===== config.mk =====
export PLATFORM = sky130hd
export DESIGN_NAME = ripple_count_sampler
export DESIGN_NICKNAME = d
export VERILOG_FILES = /design/src/rtl/ripple_count_sampler.sv
export SDC_FILE = /design/constraint.sdc
export NUM_CORES = 1
export LEC_CHECK = 0
export ABC_AREA = 1
export BUFFER_PORTS_ARGS = -buffer_cell sky130_fd_sc_hd__buf_2
export CAP_MARGIN = 40
export CORE_MARGIN = 2
export CORE_UTILIZATION = 50
export CTS_CLUSTER_SIZE = 8
export DETAILED_ROUTE_END_ITERATION = 7
export GPL_TIMING_DRIVEN = 0
export PLACE_DENSITY = 0.72
export SETUP_SLACK_MARGIN = 0.02
export SLEW_MARGIN = 10
export SYNTH_ARGS = -nofsm -noshare
export SYNTH_HDL_FRONTEND = slang
export SYNTH_SLANG_ARGS = --single-unit

===== constraint.sdc =====
create_clock -name clk -period 3.5 [get_ports clk]
set_clock_uncertainty 0.2 [all_clocks]
set_input_delay 0.35 -clock clk [delete_from_list [all_inputs] [get_ports clk]]
set_output_delay 0.35 -clock clk [all_outputs]
set_load 0.005 [all_outputs]

===== src/rtl/ripple_count_sampler.sv =====
// ripple_count_sampler
//   Brings an asynchronous ripple-counter value and its counted-max flag into
//   the clk domain. A 2-flop synchronizer feeds a run-length stability
//   filter. Accepted values drive wrap detection, a saturating wrap total and
//   a per-wrap snapshot that is offered over a valid/ready handshake.
//   Optional feature macro: RC_SAMPLER_RANGE_CHECK_EN (adds sticky range_err).
module ripple_count_sampler #(
  parameter int RC_WIDTH      = 3,
  parameter int STABLE_CYCLES = 2,
  parameter int WRAP_WIDTH    = 8
) (
  input  logic                  clk,
  input  logic                  clr,
  input  logic [RC_WIDTH-1:0]   rc_count,
  input  logic                  rc_counted_max,
  input  logic [RC_WIDTH-1:0]   max_count,
  input  logic                  sample_en,
  input  logic                  snap_ready,
  output logic [RC_WIDTH-1:0]   stable_count,
  output logic                  stable_max,
  output logic                  count_valid,
  output logic                  wrap_pulse,
  output logic [WRAP_WIDTH-1:0] wrap_total,
  output logic                  wrap_ovf,
  output logic                  snap_valid,
  output logic [WRAP_WIDTH-1:0] snap_wraps,
  output logic                  snap_missed
`ifdef RC_SAMPLER_RANGE_CHECK_EN
  ,
  output logic                  range_err
`endif
);

  localparam int         SYNC_W  = RC_WIDTH + 1;
  localparam logic [3:0] RUN_MAX = 4'(STABLE_CYCLES - 1);

  typedef enum logic [1:0] {
    SETTLE = 2'd0,
    TRACK  = 2'd1,
    HOLD   = 2'd2
  } state_t;

  state_t                  state_q, state_d;
  logic [SYNC_W-1:0]       sync_q1, sync_q2, prev_q;
  logic [1:0]              fill_q;
  logic [3:0]              run_q, run_d;
  logic                    sample_real, prev_real, match, differs;
  logic                    accept, wrap_det, capture, missed;
  logic [RC_WIDTH-1:0]     sync_count;
  logic                    wrap_sat;
  logic [WRAP_WIDTH-1:0]   wrap_next;

  assign sync_count = sync_q2[RC_WIDTH-1:0];

  // Two-stage synchronizer on {counted_max, count}; skew is left to the filter
  always_ff @(posedge clk or posedge clr) begin
    if (clr) begin
      sync_q1 <= '0;
      sync_q2 <= '0;
    end else begin
      sync_q1 <= {rc_counted_max, rc_count};
      sync_q2 <= sync_q1;
    end
  end

  // Filter history: previous sample, pipeline fill level and run length
  always_ff @(posedge clk or posedge clr) begin
    if (clr) begin
      prev_q <= '0;
      fill_q <= '0;
      run_q  <= '0;
    end else begin
      prev_q <= sync_q2;
      if (fill_q != 2'd3)
        fill_q <= fill_q + 2'd1;
      run_q  <= run_d;
    end
  end

  // Run-length update and acceptance; reset contents of the pipeline never count as samples
  always_comb begin
    sample_real = (fill_q >= 2'd2);
    prev_real   = (fill_q == 2'd3);
    match       = prev_real && (sync_q2 == prev_q);
    run_d       = 4'd0;
    if (match)
      run_d = (run_q == RUN_MAX) ? RUN_MAX : run_q + 4'd1;
    differs     = (sync_q2 != {stable_max, stable_count});
    accept      = sample_real && (run_d == RUN_MAX) &&
                  ((state_q == SETTLE) || differs);
    wrap_det    = accept && (state_q != SETTLE) && sample_en &&
                  (sync_count < stable_count);
  end

  // Filtered value register, loaded on each acceptance
  always_ff @(posedge clk or posedge clr) begin
    if (clr) begin
      stable_count <= '0;
      stable_max   <= 1'b0;
    end else if (accept) begin
      stable_count <= sync_count;
      stable_max   <= sync_q2[RC_WIDTH];
    end
  end

  // FSM state register
  always_ff @(posedge clk or posedge clr) begin
    if (clr)
      state_q <= SETTLE;
    else
      state_q <= state_d;
  end

  // FSM next state: a wrap seen while a snapshot is pending is reported as missed, never captured
  always_comb begin
    state_d = state_q;
    capture = 1'b0;
    missed  = 1'b0;
    unique case (state_q)
      SETTLE: begin
        if (accept)
          state_d = TRACK;
      end
      TRACK: begin
        if (wrap_det) begin
          state_d = HOLD;
          capture = 1'b1;
        end
      end
      HOLD: begin
        if (snap_ready)
          state_d = TRACK;
        if (wrap_det)
          missed = 1'b1;
      end
      default: state_d = SETTLE;
    endcase
  end

  // Saturating increment of the wrap total
  always_comb begin
    wrap_sat  = &wrap_total;
    wrap_next = wrap_sat ? wrap_total : wrap_total + 1'b1;
  end

  // Wrap accounting, snapshot capture and one-cycle event pulses
  always_ff @(posedge clk or posedge clr) begin
    if (clr) begin
      wrap_pulse  <= 1'b0;
      snap_missed <= 1'b0;
      wrap_total  <= '0;
      wrap_ovf    <= 1'b0;
      snap_wraps  <= '0;
    end else begin
      wrap_pulse  <= wrap_det;
      snap_missed <= missed;
      if (wrap_det) begin
        wrap_total <= wrap_next;
        if (wrap_sat)
          wrap_ovf <= 1'b1;
      end
      if (capture)
        snap_wraps <= wrap_next;
    end
  end

  assign count_valid = (state_q != SETTLE);
  assign snap_valid  = (state_q == HOLD);

`ifdef RC_SAMPLER_RANGE_CHECK_EN
  // Sticky flag for an accepted count at or beyond the programmed modulus
  always_ff @(posedge clk or posedge clr) begin
    if (clr)
      range_err <= 1'b0;
    else if (accept && (max_count != '0) && (sync_count >= max_count))
      range_err <= 1'b1;
  end
`else
  // max_count only feeds the range checker; keep the port referenced without adding logic that matters
  logic unused_max_count;
  assign unused_max_count = ^max_count;
`endif

endmodule


==> results of run 1 <==
## worst reg2reg max path, delay by kind of cell, from the launching register on
kind                     cells  cell delay [ps]
AND/OR/NAND/NOR              7              800
adder cells (fa/ha/maj)      1              280
buffers and inverters        1              200
flip-flops                   1              400
## power by group through the flow
stage          Clock [uW]  Sequential, uW  Combinational, uW
2_1_floorplan           0             630                211
3_3_place_gp            0             631                314
3_5_place_dp            0             634                331
4_1_cts               323             625                336
5_1_grt               346             635                388
6_report              312             623                330
## cell families (layout without fill, tap and decap cells)
family	Yosys count	after routing	share of synthesized area
AOI/OAI and AO/OA	28	28	0.0889
xor gates and xnor gates	4	4	0.0169
adders and majority gates	8	8	0.0484
buffers and inverters	43	89	0.0852
DFF	43	43	0.520
and+or+nand+nor	104	104	0.241
## worst paths after layout
path	to	slack, ps	depth (start not counted)
min in group asynchronous	stable_count[2]	350	3
min	state_q[1]	130	4
max	snap_wraps[4]	1520	9
max in group asynchronous	wrap_total[0]	2300	4
min reg2reg	sync_q2[2]	150	0
max reg2reg	snap_wraps[4]	1520	9
## through the flow
stage | cells | power [uW] | setup WS [ps] | instance area, um2 | util
2_1_floorplan | 230 | 841 | 1680 | 2070 | -
3_3_place_gp | 312 | 945 | 1400 | 2290 | 0.573
3_5_place_dp | 313 | 965 | 1510 | 2310 | 0.578
4_1_cts | 326 | 1280 | 1500 | 2450 | 0.613
5_1_grt | 326 | 1370 | 1320 | 2450 | 0.613
6_report | 326 | 1270 | 1520 | 2450 | 0.613
## per-layer routing
metal	GRT usage	wire, um	vias to the layer above
met4	0.0900	64	0
met2	0.288	1750	24
li1	-	-	800
met1	0.243	1740	706
met5	0	0	-
met3	0.0576	158	6
## state kept, by name, indices dropped and copies added (netlist names)
register      count
fill_q            2
prev_q            4
run_q             4
snap_missed       1
snap_wraps        8
stable_count      3
stable_max        1
state_q           2
sync_q1           4
sync_q2           4
wrap_ovf          1
wrap_pulse        1
wrap_total        8
## cell type report
cell class | count | area [um2] | share of cell area
timing repair buffer | 38 | 230 | 0.0939
sequential | 43 | 1080 | 0.439
tap | 50 | 62.6 | 0.0255
buffer | 2 | 22.5 | 0.00919
multi-input combinational | 144 | 817 | 0.333
clock inverter | 3 | 20.0 | 0.00817
clock buffer | 5 | 68.8 | 0.0281
inverter | 41 | 154 | 0.0628
## Yosys cell counts, types with 2 or more instances
| cell | number | area [um2] |
|---|---|---|
| sky130_fd_sc_hd__dfrtp_1 | 43 | 1080 |
| sky130_fd_sc_hd__nand2_2 | 5 | 31.3 |
| sky130_fd_sc_hd__a21oi_1 | 3 | 15.0 |
| sky130_fd_sc_hd__nand3_2 | 2 | 20.0 |
| sky130_fd_sc_hd__o21ai_0 | 12 | 60.1 |
| sky130_fd_sc_hd__nand2_1 | 59 | 221 |
| sky130_fd_sc_hd__nor3_1 | 3 | 15.0 |
| sky130_fd_sc_hd__xor2_1 | 3 | 26.3 |
| sky130_fd_sc_hd__inv_2 | 4 | 15.0 |
| sky130_fd_sc_hd__nor2_1 | 16 | 60.1 |
| sky130_fd_sc_hd__ha_1 | 8 | 100 |
| sky130_fd_sc_hd__o21ai_2 | 8 | 70.1 |
| sky130_fd_sc_hd__nor2_2 | 3 | 18.8 |
| sky130_fd_sc_hd__buf_6 | 2 | 22.5 |
| sky130_fd_sc_hd__nand3_1 | 8 | 40.0 |
| sky130_fd_sc_hd__inv_1 | 37 | 139 |
==> impl_summary.log, run 1 <==
[metrics] type of the setup path with the least slack: reg -> reg
[metrics] Crit-path slowest cell: sky130_fd_sc_hd__dfrtp_1
[metrics] via count of the first global-routing pass: about 1,400
[metrics] count of antenna-violating nets left after detailed routing: 0
[metrics] count of clock tree sinks: 43
[metrics] Pre-Repair DR Iteration Count: 4
[metrics] vias after detailed routing: about 1,500
[metrics] GP Congestion: slightly below 0.8
[metrics] areal power density over the cells: 516 nW/um2
[metrics] flip-flop cell with the highest count after synthesis: sky130_fd_sc_hd__dfrtp_1
[metrics] Comb power frac: 0.261
[metrics] cells resized by post-CTS repair: 0
[metrics] Tmin final: 1980 ps
[metrics] worst min path class: in -> reg
[metrics] sequential share of power: 0.492
[metrics] number of max-cap violations: 0
[metrics] number of hold buffers added after cts: 5
[metrics] highest clock rate: 506 MHz
[metrics] number of cells produced by synthesis: between 200 and 250
[metrics] floorplan die width: roughly 70 um
[metrics] final-layout setup total negative slack: 0 ps
[metrics] wire length of the first global-routing pass: approximately 6300 um
[metrics] Initial DRC Count: 61
[metrics] register clock-pin slew on the reported worst setup and hold paths: approximately 80 ps
[metrics] die footprint: ~4700 um2
[metrics] cell family with the largest share of critical-path delay: simple AND/OR/NAND/NOR gates
[metrics] critical path startpoint: fill_q[1]
[metrics] peak supply drop: ~310 uV
[metrics] Hold Slack: approximately 130 ps
[metrics] Period Utilization, post-route: 0.565
[metrics] Buffers on Ports: 32
[metrics] WL/cell: ~11 um
[metrics] async set-reset flop share out of synthesis: 1.00
[metrics] Post-Synthesis Net Count: roughly 250
[metrics] count of endpoints failing hold in the final timing report: 0
[metrics] cell breakdown of the critical path: ha_1 -> nand2_2 -> nor2_2 -> nand3_2 -> nor2_4 -> nand4_2 -> buf_6 -> nand2_1 -> nand2_1
[metrics] register bit count reported by yosys: 43
[metrics] distinct cell type count of the synthesized netlist: 30
[metrics] area grow syn2layout: 18.4%
[metrics] internal portion of total power: 838 uW
[metrics] most frequent cells in the layout: sky130_fd_sc_hd__nand2_1, sky130_fd_sc_hd__dfrtp_1, sky130_fd_sc_hd__inv_1, sky130_fd_sc_hd__buf_2, sky130_fd_sc_hd__nor2_1
[metrics] overall routed net length: ~3700 um
[metrics] number of synthesized flops with an enable pin: 0
[metrics] GR Overflow Total: 0
[metrics] Initial Utilization: 0.517
[metrics] Vias/cell: ~4.7
[metrics] diodes inserted: 0
[metrics] half-perimeter wire length after placement: ~2800 um
[metrics] endpoint type of the worst setup path: flip-flop
[metrics] critical path's most frequent cell: sky130_fd_sc_hd__nand2_1
[metrics] worst rel slew slack: 0.722
[metrics] cell area after technology mapping: 2070 um2
[metrics] number of rows created at floorplan: 23
[metrics] switching part of the total power: 0.338
[metrics] number of nets in the finished design: approximately 300
[metrics] number of DRC violations after detailed routing: 0
[metrics] part of the Yosys area used for sequential elements: 0.520
[metrics] Leakage: 0.00133 uW
[metrics] largest net degree at the start of global routing: 31
[metrics] clock root buffer master: sky130_fd_sc_hd__clkbuf_8
[metrics] Mapped Avg Cell Area: roughly 9 um2
[metrics] required time of the critical path: roughly 3500 ps
[metrics] worst slew pin tran: ~410 ps
[metrics] highest net fanout along the worst path: 10
[metrics] filler cell count: 352
[metrics] start point of the worst hold path: snap_ready
[metrics] H-tree levels: 2
[metrics] total of warnings raised by yosys: 0
[metrics] longest individual stage delay on the worst path: 400 ps
[metrics] number of buffers added by the clock tree synthesis step: 5
[metrics] antenna violations before repair: 0
[metrics] share of final-layout standard cells stronger than drive strength 1: 0.268
[metrics] number of buffers added for setup after CTS: 0
[metrics] buffering stage count on the worst path with inverters included: 1
[metrics] clock tree from TritonCTS: done
[metrics] sort of element at the start of the critical path: flip-flop
[metrics] number of top-level design ports: 36
[metrics] status: completed
[metrics] Max Slew Vio Count: 0
[metrics] latest clock arrival within the worst-skew pair: ~300 ps
[metrics] Switch Pwr: between 400 and 500 uW
[metrics] reg-to-reg critical path startpoint: fill_q[1]
[metrics] All-Layer GR Usage: 0.188
[metrics] final setup violation count: 0
[metrics] clock network power share: 0.247
[metrics] RSZ-0062 raised after global routing: false
[metrics] worst-case clock buffer depth: 2
[metrics] most frequent standard cell in the layout excluding fill and tap cells: sky130_fd_sc_hd__nand2_1
[metrics] arrival time at the worst endpoint: roughly 2000 ps
[metrics] core footprint: roughly 4000 um2
[metrics] die height: just under 70 um
No activity file was read; power rests on OpenSTA's default activity.
==> run 2, diff against run 1 <==
PLACE_DENSITY = 0.75   (was 0.72)
clock period = 1.6 ns   (was 3.5 ns; I/O delays follow)
==> run 2 against run 1 <==
Sequential power rose by 120%. The run now ends with negative setup slack left. Highest routed layer unchanged. Wire length rose by 20%. Clock power rose to 3.2 times the previous value. Critical path type unchanged. Hold slack improved by 26 ps.
==> impl_summary.log, run 2 (same netlist as run 1, synthesis figures left out) <==
[metrics] GR Overflow Total: 0 (unchanged)
[metrics] wire length of the first global-routing pass: 7240 um (was 6260 um)
[metrics] number of top-level design ports: 36 (unchanged)
[metrics] floorplan die width: 68.3 um (unchanged)
[metrics] endpoint type of the worst setup path: flip-flop (unchanged)
[metrics] register clock-pin slew on the reported worst setup and hold paths: 80 ps (about the same)
[metrics] Initial Utilization: 0.517 (unchanged)
[metrics] Buffers on Ports: 32 (unchanged)
[metrics] status: complete, but fails checks (was completed)
[metrics] Initial DRC Count: 76 (was 61)
[metrics] arrival time at the worst endpoint: 1940 ps (was 1970 ps)
[metrics] die height: 68.3 um (unchanged)
[metrics] count of antenna-violating nets left after detailed routing: 0 (unchanged)
[metrics] GP Congestion: 0.812 (was 0.794)
[metrics] half-perimeter wire length after placement: 2750 um (was 2800 um)
[metrics] reg-to-reg critical path startpoint: sync_q2[1] (was fill_q[1])
[metrics] vias after detailed routing: 1,655 (was 1,536)
[metrics] highest clock rate: 507 MHz (was 506 MHz)
[metrics] number of nets in the finished design: 313 (was 294)
[metrics] peak supply drop: 731 uV (was 314 uV)
[metrics] highest net fanout along the worst path: 5 (was 10)
[metrics] filler cell count: 276 (was 352)
[metrics] number of max-cap violations: 0 (unchanged)
[metrics] via count of the first global-routing pass: 1,596 (was 1,419)
[metrics] die footprint: 4670 um2 (unchanged)
[metrics] worst-case clock buffer depth: 2 (unchanged)
[metrics] Layout Cell Area excl Fill: 2870 um2 (was 2450 um2)
[metrics] final-layout setup total negative slack: -7840 ps (was 0 ps)
[metrics] number of buffers added by the clock tree synthesis step: 5 (unchanged)
[metrics] sort of element at the start of the critical path: flip-flop (unchanged)
[metrics] critical path startpoint: sync_q2[1] (was fill_q[1])
[metrics] final setup violation count: 25 (was 0)
[metrics] RSZ-0062 raised after global routing: true (was false)
[metrics] required time of the critical path: 1570 ps (was 3490 ps)
[metrics] Period Utilization, post-route: 1.23 (was 0.565)
[metrics] worst min path class: in -> async (was in -> reg)
[metrics] latest clock arrival within the worst-skew pair: 300 ps (about the same)
[metrics] type of the setup path with the least slack: reg -> reg (unchanged)
[metrics] final core utilization: 0.718 (was 0.613)
[metrics] Cells after DPL: 313 (unchanged)
[metrics] largest net degree at the start of global routing: 30 (was 31)
[metrics] post-placement setup slack: -353 ps (was 1510 ps)
[metrics] count of endpoints failing hold in the final timing report: 0 (unchanged)
[metrics] Max Slew Vio Count: 0 (unchanged)
[metrics] Vias/cell: 4.80 (was 4.71)
[metrics] final cell count without fillers: 345 (was 326)
[metrics] antenna violations before repair: 0 (unchanged)
[metrics] Tmin final: 1970 ps (was 1980 ps)
[metrics] largest registers: snap_wraps x8, wrap_total x8 (unchanged)
[metrics] WL/cell: 12.9 um (was 11.4 um)
[metrics] diodes inserted: 0 (unchanged)
[metrics] share of final-layout standard cells stronger than drive strength 1: 0.407 (was 0.268)
[metrics] All-Layer GR Usage: 0.215 (was 0.188)
[metrics] number of DRC violations after detailed routing: 0 (unchanged)
[metrics] most frequent cells in the layout: sky130_fd_sc_hd__nand2_1, sky130_fd_sc_hd__dfrtp_1, sky130_fd_sc_hd__inv_1, sky130_fd_sc_hd__buf_2, sky130_fd_sc_hd__nand2_2 (was sky130_fd_sc_hd__nand2_1, sky130_fd_sc_hd__dfrtp_1, sky130_fd_sc_hd__inv_1, sky130_fd_sc_hd__buf_2, sky130_fd_sc_hd__nor2_1)
[metrics] worst slew pin tran: 542 ps (was 414 ps)
[metrics] most frequent standard cell in the layout excluding fill and tap cells: sky130_fd_sc_hd__nand2_1 (unchanged)
[metrics] areal power density over the cells: 1120 nW/um2 (was 516 nW/um2)
[metrics] overall routed net length: 4450 um (was 3710 um)
[metrics] Pre-Repair DR Iteration Count: 4 (unchanged)
[metrics] worst rel slew slack: 0.636 (was 0.722)
[metrics] clock root buffer master: sky130_fd_sc_hd__clkbuf_8 (unchanged)
[metrics] number of rows created at floorplan: 23 (unchanged)
[metrics] area grow syn2layout: 38.7% (was 18.4%)
[metrics] clock tree from TritonCTS: done (unchanged)
[metrics] fin worst setup slack: -373 ps (was 1520 ps)
[metrics] H-tree levels: 2 (unchanged)
[metrics] count of clock tree sinks: 43 (unchanged)
[metrics] Cell Area, Placed: 2340 um2 (was 2310 um2)
[metrics] core footprint: 4000 um2 (unchanged)
[metrics] Leakage: 0.00148 uW (was 0.00133 uW)
[metrics] violated checks: negative setup slack
==> run 2: cell count changes in the layout (fill, tap and decap cells not counted), moves of 3 or more <==
cell and delta:
sky130_fd_sc_hd__inv_1 -3, sky130_fd_sc_hd__nand2_1 -15, sky130_fd_sc_hd__ha_1 -3, sky130_fd_sc_hd__nor2_4 +3, sky130_fd_sc_hd__nand2_4 +4, sky130_fd_sc_hd__buf_4 +13
sky130_fd_sc_hd__nand2_2 +10
==> run 2: what timing repair did <==
action,CTS,global route
hold endpoints to repair,48,0
hold buffers,6,0
gates resized for setup,24,21
pin swaps,13,12
setup buffers,11,5
gates cloned,2,0
endpoints found under the setup margin,25,26
==> run 2: per-stage QoR <==
step	hold slack, ps	total power (uW)
3_5_place_dp	-58.7	2100
3_3_place_gp	68.3	2070
2_1_floorplan	-8.57	1850
6_report	156	3230
4_1_cts	155	3200
5_1_grt	173	3440
==> run 2: final cells by class <==
cell class | instances | area, um2 | share of cell area
sequential | 43 | 1080 | 0.376
multi-input combinational | 144 | 973 | 0.339
timing repair buffer | 57 | 430 | 0.150
inverter | 41 | 159 | 0.0554
clock buffer | 5 | 68.8 | 0.0240
clock inverter | 3 | 67.6 | 0.0235
tap | 50 | 62.6 | 0.0218
buffer | 2 | 30.0 | 0.0105
==> run 2: path summary, 6_finish.rpt <==
kind | endpoint | slack (ps) | cells past startpoint
setup / recovery | wrap_total[7] | -370 | 11
max in group asynchronous | wrap_total[6] | 590 | 4
min in group clk | sync_q2[2] | 160 | 0
setup reg to reg | wrap_total[7] | -370 | 11
hold / removal | stable_count[1] | 160 | 3
hold reg to reg | sync_q2[2] | 160 | 0
==> run 2: power breakdown <==
part	internal [uW]	switching, uW	total, uW
Clock	622	387	1010
Combinational	373	479	852
Sequential	1230	135	1370
==> run 2: worst max-delay path, stage by stage, from the launching register on <==
cell and delay, ps:
sky130_fd_sc_hd__dfrtp_2 420, sky130_fd_sc_hd__buf_6 120, sky130_fd_sc_hd__inv_4 30, sky130_fd_sc_hd__nand2_2 50
sky130_fd_sc_hd__nand2_1 50, sky130_fd_sc_hd__nor2_2 140, sky130_fd_sc_hd__nand3_4 100, sky130_fd_sc_hd__nor2_4 190
sky130_fd_sc_hd__nand4_4 210, sky130_fd_sc_hd__buf_8 210, sky130_fd_sc_hd__nand2_4 60, sky130_fd_sc_hd__o21ai_2 60
==> run 2: routing by layer <==
| metal | track usage | share of wire | vias up |
|---|---|---|---|
| met5 | 0 | 0 | - |
| met4 | 0.0775 | 0.019 | 0 |
| met3 | 0.0444 | 0.031 | 8 |
| met2 | 0.348 | 0.49 | 27 |
| met1 | 0.284 | 0.46 | 774 |
| li1 | - | - | 846 |
